### src/rtl/pc_ras_unit_pkg.sv
// -----------------------------------------------------------------------------
// pc_ras_unit_pkg
// Shared types and constants for the program-counter / return-address-stack
// unit.
//   pcMux      : next-PC source select (encoding is fixed here)
//   word_t     : 32-bit machine word
//   WORD_BYTES : bytes per instruction word, the sequential PC increment
// -----------------------------------------------------------------------------
package pc_ras_unit_pkg;

  typedef logic [31:0] word_t;

  localparam int WORD_BYTES = 4;

  typedef enum logic [2:0] {
    PC_NPC = 3'd0,
    PC_BR  = 3'd1,
    PC_J   = 3'd2,
    PC_JR  = 3'd3,
    PC_RAS = 3'd4
  } pcMux;

endpackage : pc_ras_unit_pkg

### src/rtl/pc_ras_unit_ras.sv
// -----------------------------------------------------------------------------
// pc_ras_unit_ras (ras_stack)
// Circular return-address stack with a top pointer, valid-entry count and a
// sticky overflow flag.
//   clk, rst : clock, synchronous active-high reset (control state only)
//   push     : write wdata as the new top entry
//   pop      : discard the top entry (ignored while empty)
//   wdata    : return address to push
//   top      : current top entry, RESET_PC while empty
//   cnt      : number of valid entries, saturates at RAS_DEPTH
//   ovf      : sticky, set by a push into a full stack
// -----------------------------------------------------------------------------
module pc_ras_unit_ras #(
  parameter int              PC_W      = 32,
  parameter int              RAS_DEPTH = 4,
  parameter logic [PC_W-1:0] RESET_PC  = '0,
  localparam int             PTR_W     = $clog2(RAS_DEPTH),
  localparam int             CNT_W     = PTR_W + 1
) (
  input  logic             clk,
  input  logic             rst,
  input  logic             push,
  input  logic             pop,
  input  logic [PC_W-1:0]  wdata,
  output logic [PC_W-1:0]  top,
  output logic [CNT_W-1:0] cnt,
  output logic             ovf
);

  logic [PC_W-1:0]  mem_q [RAS_DEPTH];
  logic [PTR_W-1:0] ptr_q, ptr_d;
  logic [CNT_W-1:0] cnt_q, cnt_d;
  logic             ovf_q, ovf_d;
  logic             wr_en;
  logic [PTR_W-1:0] wr_idx;
  logic             empty, full, do_pop;

  assign empty  = (cnt_q == '0);
  assign full   = (cnt_q == CNT_W'(RAS_DEPTH));
  assign do_pop = pop & ~empty;

  always_comb begin
    ptr_d  = ptr_q;
    cnt_d  = cnt_q;
    ovf_d  = ovf_q;
    wr_en  = 1'b0;
    wr_idx = ptr_q;
    if (push && do_pop) begin
      // Call in the same cycle as a return: replace the top in place.
      wr_en  = 1'b1;
      wr_idx = ptr_q;
    end else if (push) begin
      wr_en  = 1'b1;
      wr_idx = ptr_q + 1'b1;
      ptr_d  = ptr_q + 1'b1;
      // A full stack wraps onto its oldest entry and flags the loss.
      if (full) ovf_d = 1'b1;
      else      cnt_d = cnt_q + 1'b1;
    end else if (do_pop) begin
      ptr_d = ptr_q - 1'b1;
      cnt_d = cnt_q - 1'b1;
    end
  end

  always_ff @(posedge clk) begin
    if (rst) begin
      ptr_q <= '0;
      cnt_q <= '0;
      ovf_q <= 1'b0;
    end else begin
      ptr_q <= ptr_d;
      cnt_q <= cnt_d;
      ovf_q <= ovf_d;
    end
  end

  // Entry storage carries no reset; it is only read while cnt is non-zero.
  always_ff @(posedge clk) begin
    if (wr_en) mem_q[wr_idx] <= wdata;
  end

  assign top = empty ? RESET_PC : mem_q[ptr_q];
  assign cnt = cnt_q;
  assign ovf = ovf_q;

endmodule : pc_ras_unit_ras

### src/rtl/pc_ras_unit.sv
// -----------------------------------------------------------------------------
// pc_ras_unit
// Fetch program counter with next-PC selection, return-address stack and a
// later-stage redirect port.
//   CLK, RST : clock, synchronous active-high reset
//   pcEn     : advance enable (0 = stall)
//   pcSel    : next-PC source (PC_NPC/PC_BR/PC_J/PC_JR/PC_RAS, PC_RAS pops)
//   immJ26   : J-type immediate
//   ext32    : sign-extended branch offset in words
//   rdat     : register read data for JR
//   rasPush  : push cpc+4 (JAL)
//   redirEn  : redirect from a later stage, overrides stall and select
//   redirPc  : redirect target
//   cpc      : current PC
//   pc4      : cpc+4
//   rasTop   : top of return stack, RESET_PC when empty
//   rasCnt   : valid return-stack entries
//   rasOvf   : sticky return-stack overflow
// Optional build macro PC_ALIGN_CHECK_EN adds a sticky 'misalign' output and
// suppresses any PC update whose target is not word aligned.
// -----------------------------------------------------------------------------
module pc_ras_unit
  import pc_ras_unit_pkg::*;
#(
  parameter int              PC_W      = 32,
  parameter logic [PC_W-1:0] RESET_PC  = '0,
  parameter int              RAS_DEPTH = 4,
  localparam int             CNT_W     = $clog2(RAS_DEPTH) + 1
) (
  input  logic             CLK,
  input  logic             RST,
  input  logic             pcEn,
  input  pcMux             pcSel,
  input  logic [25:0]      immJ26,
  input  logic [PC_W-1:0]  ext32,
  input  logic [PC_W-1:0]  rdat,
  input  logic             rasPush,
  input  logic             redirEn,
  input  logic [PC_W-1:0]  redirPc,
  output logic [PC_W-1:0]  cpc,
  output logic [PC_W-1:0]  pc4,
`ifdef PC_ALIGN_CHECK_EN
  output logic             misalign,
`endif
  output logic [PC_W-1:0]  rasTop,
  output logic [CNT_W-1:0] rasCnt,
  output logic             rasOvf
);

  // Low 28 bits of a J target come from the immediate, the rest from pc4.
  localparam logic [PC_W-1:0] J_MASK = PC_W'(28'hFFF_FFFF);

  logic [PC_W-1:0] cpc_q, cpc_d;
  logic [PC_W-1:0] npc;
  logic [PC_W-1:0] tgt;
  logic            bad_tgt;
  logic            ras_push, ras_pop;

  assign pc4 = cpc_q + PC_W'(WORD_BYTES);

  always_comb begin
    npc = pc4;
    case (pcSel)
      PC_NPC:  npc = pc4;
      PC_BR:   npc = pc4 + (ext32 << 2);
      PC_J:    npc = (pc4 & ~J_MASK) | PC_W'({immJ26, 2'b00});
      PC_JR:   npc = rdat;
      PC_RAS:  npc = rasTop;
      default: npc = pc4;
    endcase
  end

  // Target that would be loaded this cycle, used by the alignment check.
  assign tgt = redirEn ? redirPc : npc;

`ifdef PC_ALIGN_CHECK_EN
  logic misalign_q, misalign_d;
  assign bad_tgt    = (redirEn | pcEn) & (tgt[1:0] != 2'b00);
  assign misalign_d = misalign_q | bad_tgt;
  always_ff @(posedge CLK) begin
    if (RST) misalign_q <= 1'b0;
    else     misalign_q <= misalign_d;
  end
  assign misalign = misalign_q;
`else
  assign bad_tgt = 1'b0;
`endif

  always_comb begin
    cpc_d = cpc_q;
    if (!bad_tgt && (redirEn || pcEn)) cpc_d = tgt;
  end

  // Stack traffic only on a real, non-redirected, accepted advance.
  assign ras_push = pcEn & ~redirEn & ~bad_tgt & rasPush;
  assign ras_pop  = pcEn & ~redirEn & ~bad_tgt & (pcSel == PC_RAS);

  always_ff @(posedge CLK) begin
    if (RST) cpc_q <= RESET_PC;
    else     cpc_q <= cpc_d;
  end

  pc_ras_unit_ras #(
    .PC_W      (PC_W),
    .RAS_DEPTH (RAS_DEPTH),
    .RESET_PC  (RESET_PC)
  ) u_ras (
    .clk   (CLK),
    .rst   (RST),
    .push  (ras_push),
    .pop   (ras_pop),
    .wdata (pc4),
    .top   (rasTop),
    .cnt   (rasCnt),
    .ovf   (rasOvf)
  );

  assign cpc = cpc_q;

endmodule : pc_ras_unit
### config.mk
export PLATFORM = sky130hd
export DESIGN_NAME = pc_ras_unit
export DESIGN_NICKNAME = d
export VERILOG_FILES = /design/src/rtl/pc_ras_unit_pkg.sv /design/src/rtl/pc_ras_unit_ras.sv /design/src/rtl/pc_ras_unit.sv
export SDC_FILE = /design/constraint.sdc
export NUM_CORES = 1
export LEC_CHECK = 0
export CAP_MARGIN = 20
export CELL_PAD_IN_SITES_DETAIL_PLACEMENT = 0
export CELL_PAD_IN_SITES_GLOBAL_PLACEMENT = 1
export CORE_UTILIZATION = 40
export DETAILED_ROUTE_END_ITERATION = 16
export HOLD_SLACK_MARGIN = 0.06
export PLACE_DENSITY_LB_ADDON = 0.1
export SLEW_MARGIN = 10
export SYNTH_ARGS = -nofsm -noshare
export SYNTH_HDL_FRONTEND = slang
export SYNTH_HIERARCHICAL = 1
export SYNTH_SLANG_ARGS = --single-unit
### constraint.sdc
create_clock -name CLK -period 6.1 [get_ports CLK]
set_input_delay 1.22 -clock CLK [delete_from_list [all_inputs] [get_ports CLK]]
set_output_delay 1.22 -clock CLK [all_outputs]
set_load 0.02 [all_outputs]
* Yosys cells after proc, flatten, opt, wreduce, memory -nomap -nowiden *
Memories as Yosys holds them, arrays and structs flattened. A register that Yosys moved wholly into a read port is not among the register bits.
Cells that the tools add are included.
Widths: inputs -> output; s select.

storage, ports and cells
  bits in registers = 38
  memory bits (writable) = 128
  bits of input ports = 130
  output and inout port bits = 100
  word-level logic and storage cells = 48
  memories = 1

operators by class
  add/subtract/negate cells = 6
  equality and inequality tests = 6
  mux-type cells = 16
  bitwise logic cells = 8
  reduce and logical (&&, ||, !) cells = 7

memories
  name         words  width  rd ports  clocked after Yosys merged registers in  wr ports  RTL line               source
  u_ras.mem_q  4      32     1         1                                        1         pc_ras_unit_ras.sv:30  logic [PC_W-1:0] mem_q [RAS_DEPTH];

operators by type and width
  kind                   number
  $pmux 32 s4            1
  $mux 32                2
  $add 32x3->32 const B  1
  $add 32x32->32         1
  $or 32x28->32          1
  $mux 2                 6
  $mux 3                 3
  $eq 3x2->1 const B     2
  $eq 3x3->1 const B     2
  $reduce_and 3->1       2
  $and 1x1->1            4
  $mux 1                 4
  $add 3x1->3 const B    1
  $eq 3x1->1 const B     1
  $logic_not 3->1        1
  $not 1->1              3
  $sub 3x1->3 const B    1
  $add 2x1->2 const B    1
  $ne 2x2->1 const B     1
  $reduce_and 2->1       1
  $reduce_bool 2->1      1
  $sub 2x1->2 const B    1
  $logic_and 1x1->1      1
  $logic_or 1x1->1       1

* Depth between registers and ports, before layout *
  depth in word-level cells = 9
  depth in mapped cells = 17
  gate-level depth less buffers = 16

* Cells and area by module *
Netlist, hierarchy kept.

modules (own cells, without submodules)
  module           times used  cells each  area an instance (sq um)  sequential area each (sq um)
  pc_ras_unit_ras  1           261         5391.4                    4003.8
  pc_ras_unit      1           691         4837.1                    640.6

* Worst setup path before layout *
No wires, ideal clock.

  path type = input -> register
  start point = input pcEn
  end point = memory u_ras.mem_q[2][0] (enable)
  library setup time = 0.472 ns
  arrival time = 5.128 ns
  required time = 5.628 ns
  slack = 0.500 ns
  stages = 7
  cells stage by stage = clkbuf_1 -> nor2b_1 -> and2_1 -> buf_2 -> inv_1 -> ha_1 -> o32ai_1

on the way
  elaborated cells on any way between the ends = 11
  classes of those cells = mux (6); bitwise (4); reduce/logical (1)

RTL lines
  element                                             RTL line                                      source
  start: declaration                                  pc_ras_unit.sv:32                             input logic pcEn,
  $and 1x1->1 * (2 in series)                         pc_ras_unit.sv:95                             assign ras_push = pcEn & ~redirEn & ~bad_tgt & rasPush;
  net ras_push                                        pc_ras_unit.sv:57                             logic ras_push, ras_pop;
  $mux 1 / $logic_and 1x1->1 (equally long branches)  pc_ras_unit_ras.sv:52, pc_ras_unit_ras.sv:48
  $mux 1                                              pc_ras_unit_ras.sv:48                         if (push && do_pop) begin
  $mux 1                                              pc_ras_unit_ras.sv:79                         if (wr_en) mem_q[wr_idx] <= wdata;
  $mux 1 (implied by the code)                        pc_ras_unit_ras.sv:79
  end: declaration                                    pc_ras_unit_ras.sv:30

The timed path passes the listed nets; every way through them passes the cells marked *.

* Final worst setup path *
  start point = register cpc_q[3], in the netlist cpc[3]
  end point = output pc4[30]

on the way
  cells in the longest elaborated chain, start to end = 1

ends and longest elaborated chain
  element                   RTL line            source
  start: declaration        pc_ras_unit.sv:53   logic [PC_W-1:0] cpc_q, cpc_d;
  start signal: assignment  pc_ras_unit.sv:100  else cpc_q <= cpc_d;
  $add 32x3->32             pc_ras_unit.sv:59   assign pc4 = cpc_q + PC_W'(WORD_BYTES);
  end: declaration          pc_ras_unit.sv:41   output logic [PC_W-1:0] pc4,

Every way passes these cells.

==> out/results.txt <==
DIE AREA -> 26200 sq um
final WL -> 35500 um
Setup CP Type -> register to primary output
Via Count -> 8707
I/O Buffers -> 227
Final nets -> 1340
Mapped Nets -> 1123
Synth area leaders -> edfxtp_1 (38%), dfxtp_1 (7.8%), mux4_2 (6.6%)
hold_sp -> u_ras/ovf$_SDFFE_PP0P_
yosys warns -> 6
setup violators final -> 0
Placed Cells -> 1480
Slew headroom -> 0.432
Highest Clock Rate -> 190 MHz
first-pass GRT wire length -> 52500 um
Syn Area/Cell -> 10.7 sq um
via/cell ratio -> 5.76
Hold Path Cell Cnt -> 2
Critical Path Start Type -> register
gpl congestion -> 0.884
post-CTS setup buffers -> 0
sequential fraction of the synthesis area -> 0.454
final cell count without fillers -> 1512
1st-pass router iterations -> 5
chip width -> 162 um
worst r2r path cells -> 13
FF-to-FF Start -> cpc[3]$_SDFFE_PP0P_
ys flop type -> edfxtp_1
Clock Path Buffers -> 2
dominant cell by count in the synthesized netlist -> edfxtp_1
Post-Syn Area -> 10200 sq um
Leak -> 4.82 nW
Synth top cells by count -> edfxtp_1 (128), nor2_1 (90), a21oi_1 (74), o21ai_0 (64), nand2_1 (53)
grt ovf -> 0
Hold Crit Class -> register to register
number of synthesized flops with an enable pin -> 128
total track usage -> 0.273
pwr dens -> 235 nW/um^2
critical path arrival -> 4.03 ns
CORE AREA -> 25100 sq um
Setup crit end kind -> primary output
area of the multi-input gates -> 5280 sq um
setup TNS -> 0 ns
Core Util, Final -> 0.535
fin crit period -> 5.25 ns
max-slew violations -> 0
Cell Chain, Critical Path -> ha_1 > nand4_1 > or4_1 > nor4b_4 > xor2_1 > clkdlybuf4s50_1
Final Hold Viols -> 0
Skew-Pair Late Insertion Delay -> 0.43 ns
Setup Skew -> 0.0166 ns
source of the critical timing path -> cpc[3]$_SDFFE_PP0P_
CP peak stage delay -> 0.86 ns
DR DRC count -> 0
Period Utilization, post-route -> 0.861
# Max-Cap Violations -> 0
P&R area growth vs syn -> 31.4%
register area -> 4650 sq um
antenna violations before repair -> 0
Slew @ Worst Pin -> 0.852 ns
cts repair resizes -> 0
share of the synthesized area in the top cell type -> 0.376
Clock Sinks -> 168
Synth area leader -> edfxtp_1
RSZ-0062 raised after global routing -> false
row count -> 58
Antenna Cells -> 0
largest net degree at the start of global routing -> 71
Routed Antenna Nets -> 0
post-synthesis async set-or-reset flop share -> 0
1st-iter DRT viols -> 802
Hold Buf Count CTS -> 0
Num CTS Buffers -> 17
CTS tree -> done
hold_ws -> 0.504 ns
fill cell count -> 2359
Slowest cell on crit path -> or4_1
share of cells above drive strength 1 -> 0.102
Worst-path clk slew -> 0.07 ns
H-tree levels -> 4
Starting Density -> 0.407
IO Pins -> 230
CTS Root Cell -> clkbuf_16
Max FO, Critical Path -> 7
Die Y -> 162 um
CP Data Required Time -> 4.88 ns
Yosys cell types -> 83
Yosys reg bits -> 168
HPWL Detailed -> 24500 um
vias in the first global route -> 8550
worst vdd ir -> 0.140 mV
status -> completed
Mapped Cells -> 952
DR WL/cell -> 23.5 um
==> worst max-delay path: cells and delay by family (launching register included) <==
family | cells | cell delay [ns]
buf+inv | 1 | 0.73
fa+ha+maj | 1 | 0.30
xor+xnor | 1 | 0.50
flops | 1 | 0.46
simple gates | 3 | 1.62
==> flip-flops by register name (all words and copies together) (netlist names), named ones only <==
register     cells
u_ras/ptr_q      2
cpc             32
u_ras/cnt        3
u_ras/mem_q    128
u_ras/ovf        1
==> metrics by stage <==
stage | area, sq um | power, mW | setup slack, ns
after global placement | 12900 | 2.12 | 1.29
after CTS | 13400 | 3.17 | 0.828
after detailed placement | 12900 | 2.13 | 1.22
after floorplan | 10200 | 1.78 | 0.500
final | 13400 | 3.16 | 0.846
after global routing | 13400 | 3.28 | 0.650
==> power breakdown <==
part           total [mW]  leakage [nW]  switching [mW]  internal (mW)
sequential           1.31          1.51          0.0420           1.27
combinational       0.795          3.04           0.436          0.359
clock                1.05         0.274           0.494          0.554
==> worst paths after layout <==
kind,slack (ns),to
hold reg to reg,0.50,u_ras/ovf$_SDFFE_PP0P_
setup reg to reg,1.21,cpc[29]$_SDFFE_PP0P_
hold / removal,0.50,u_ras/ovf$_SDFFE_PP0P_
setup / recovery,0.85,pc4[30]
==> kinds of logic (layout without fill, tap and decap cells) <==
group                      Yosys count  after routing  share of synthesized area
and+or+nand+nor                    282            282                      0.147
adders and majority gates           41             41                     0.0516
AOI/OAI and AO/OA                  287            287                      0.182
muxes                               35             35                     0.0743
xor gates and xnor gates            58             58                     0.0537
buffers and inverters               81            311                     0.0374
DFF                                168            168                      0.454
==> layout by cell type (no fill, tap or decap), drive strengths merged, types with 4 or more instances in the layout <==
cell type,Yosys,layout
o22ai,17,17
a221oi,10,10
a21o,13,13
a311o,4,4
edfxtp,128,128
nand2,53,53
a211oi,13,13
xor2,25,25
and2b,18,18
o211ai,10,10
o31ai,4,4
nand2b,10,10
nor3,10,10
nand4,9,9
a31oi,9,9
nand3,23,23
nor2b,21,21
ha,39,39
o22a,22,22
and4,4,4
inv,22,30
o21a,7,7
o21ai,71,71
a21oi,74,74
buf,16,34
mux4,32,32
dfxtp,40,40
clkbuf,43,21
and3,7,7
nor3b,22,22
clkdlybuf4s50,0,223
nor2,91,91
xnor2,33,33
==> layout make-up <==
type,count,area share
clock buffer,21,0.0343
tap,330,0.0307
sequential,168,0.346
timing repair buffer,257,0.184
inverter,22,0.00614
clock inverter,11,0.00624
multi-input combinational,703,0.393
==> routing by layer <==
metal | global-route usage | up-vias | wire length (um)
met5 | 0 | - | 0
met4 | 0.0682 | 0 | 512
met3 | 0.0559 | 30 | 2850
met2 | 0.442 | 383 | 16400
met1 | 0.374 | 4232 | 15700
li1 | - | 4062 | -
No activity file was read; power rests on OpenSTA's default activity.
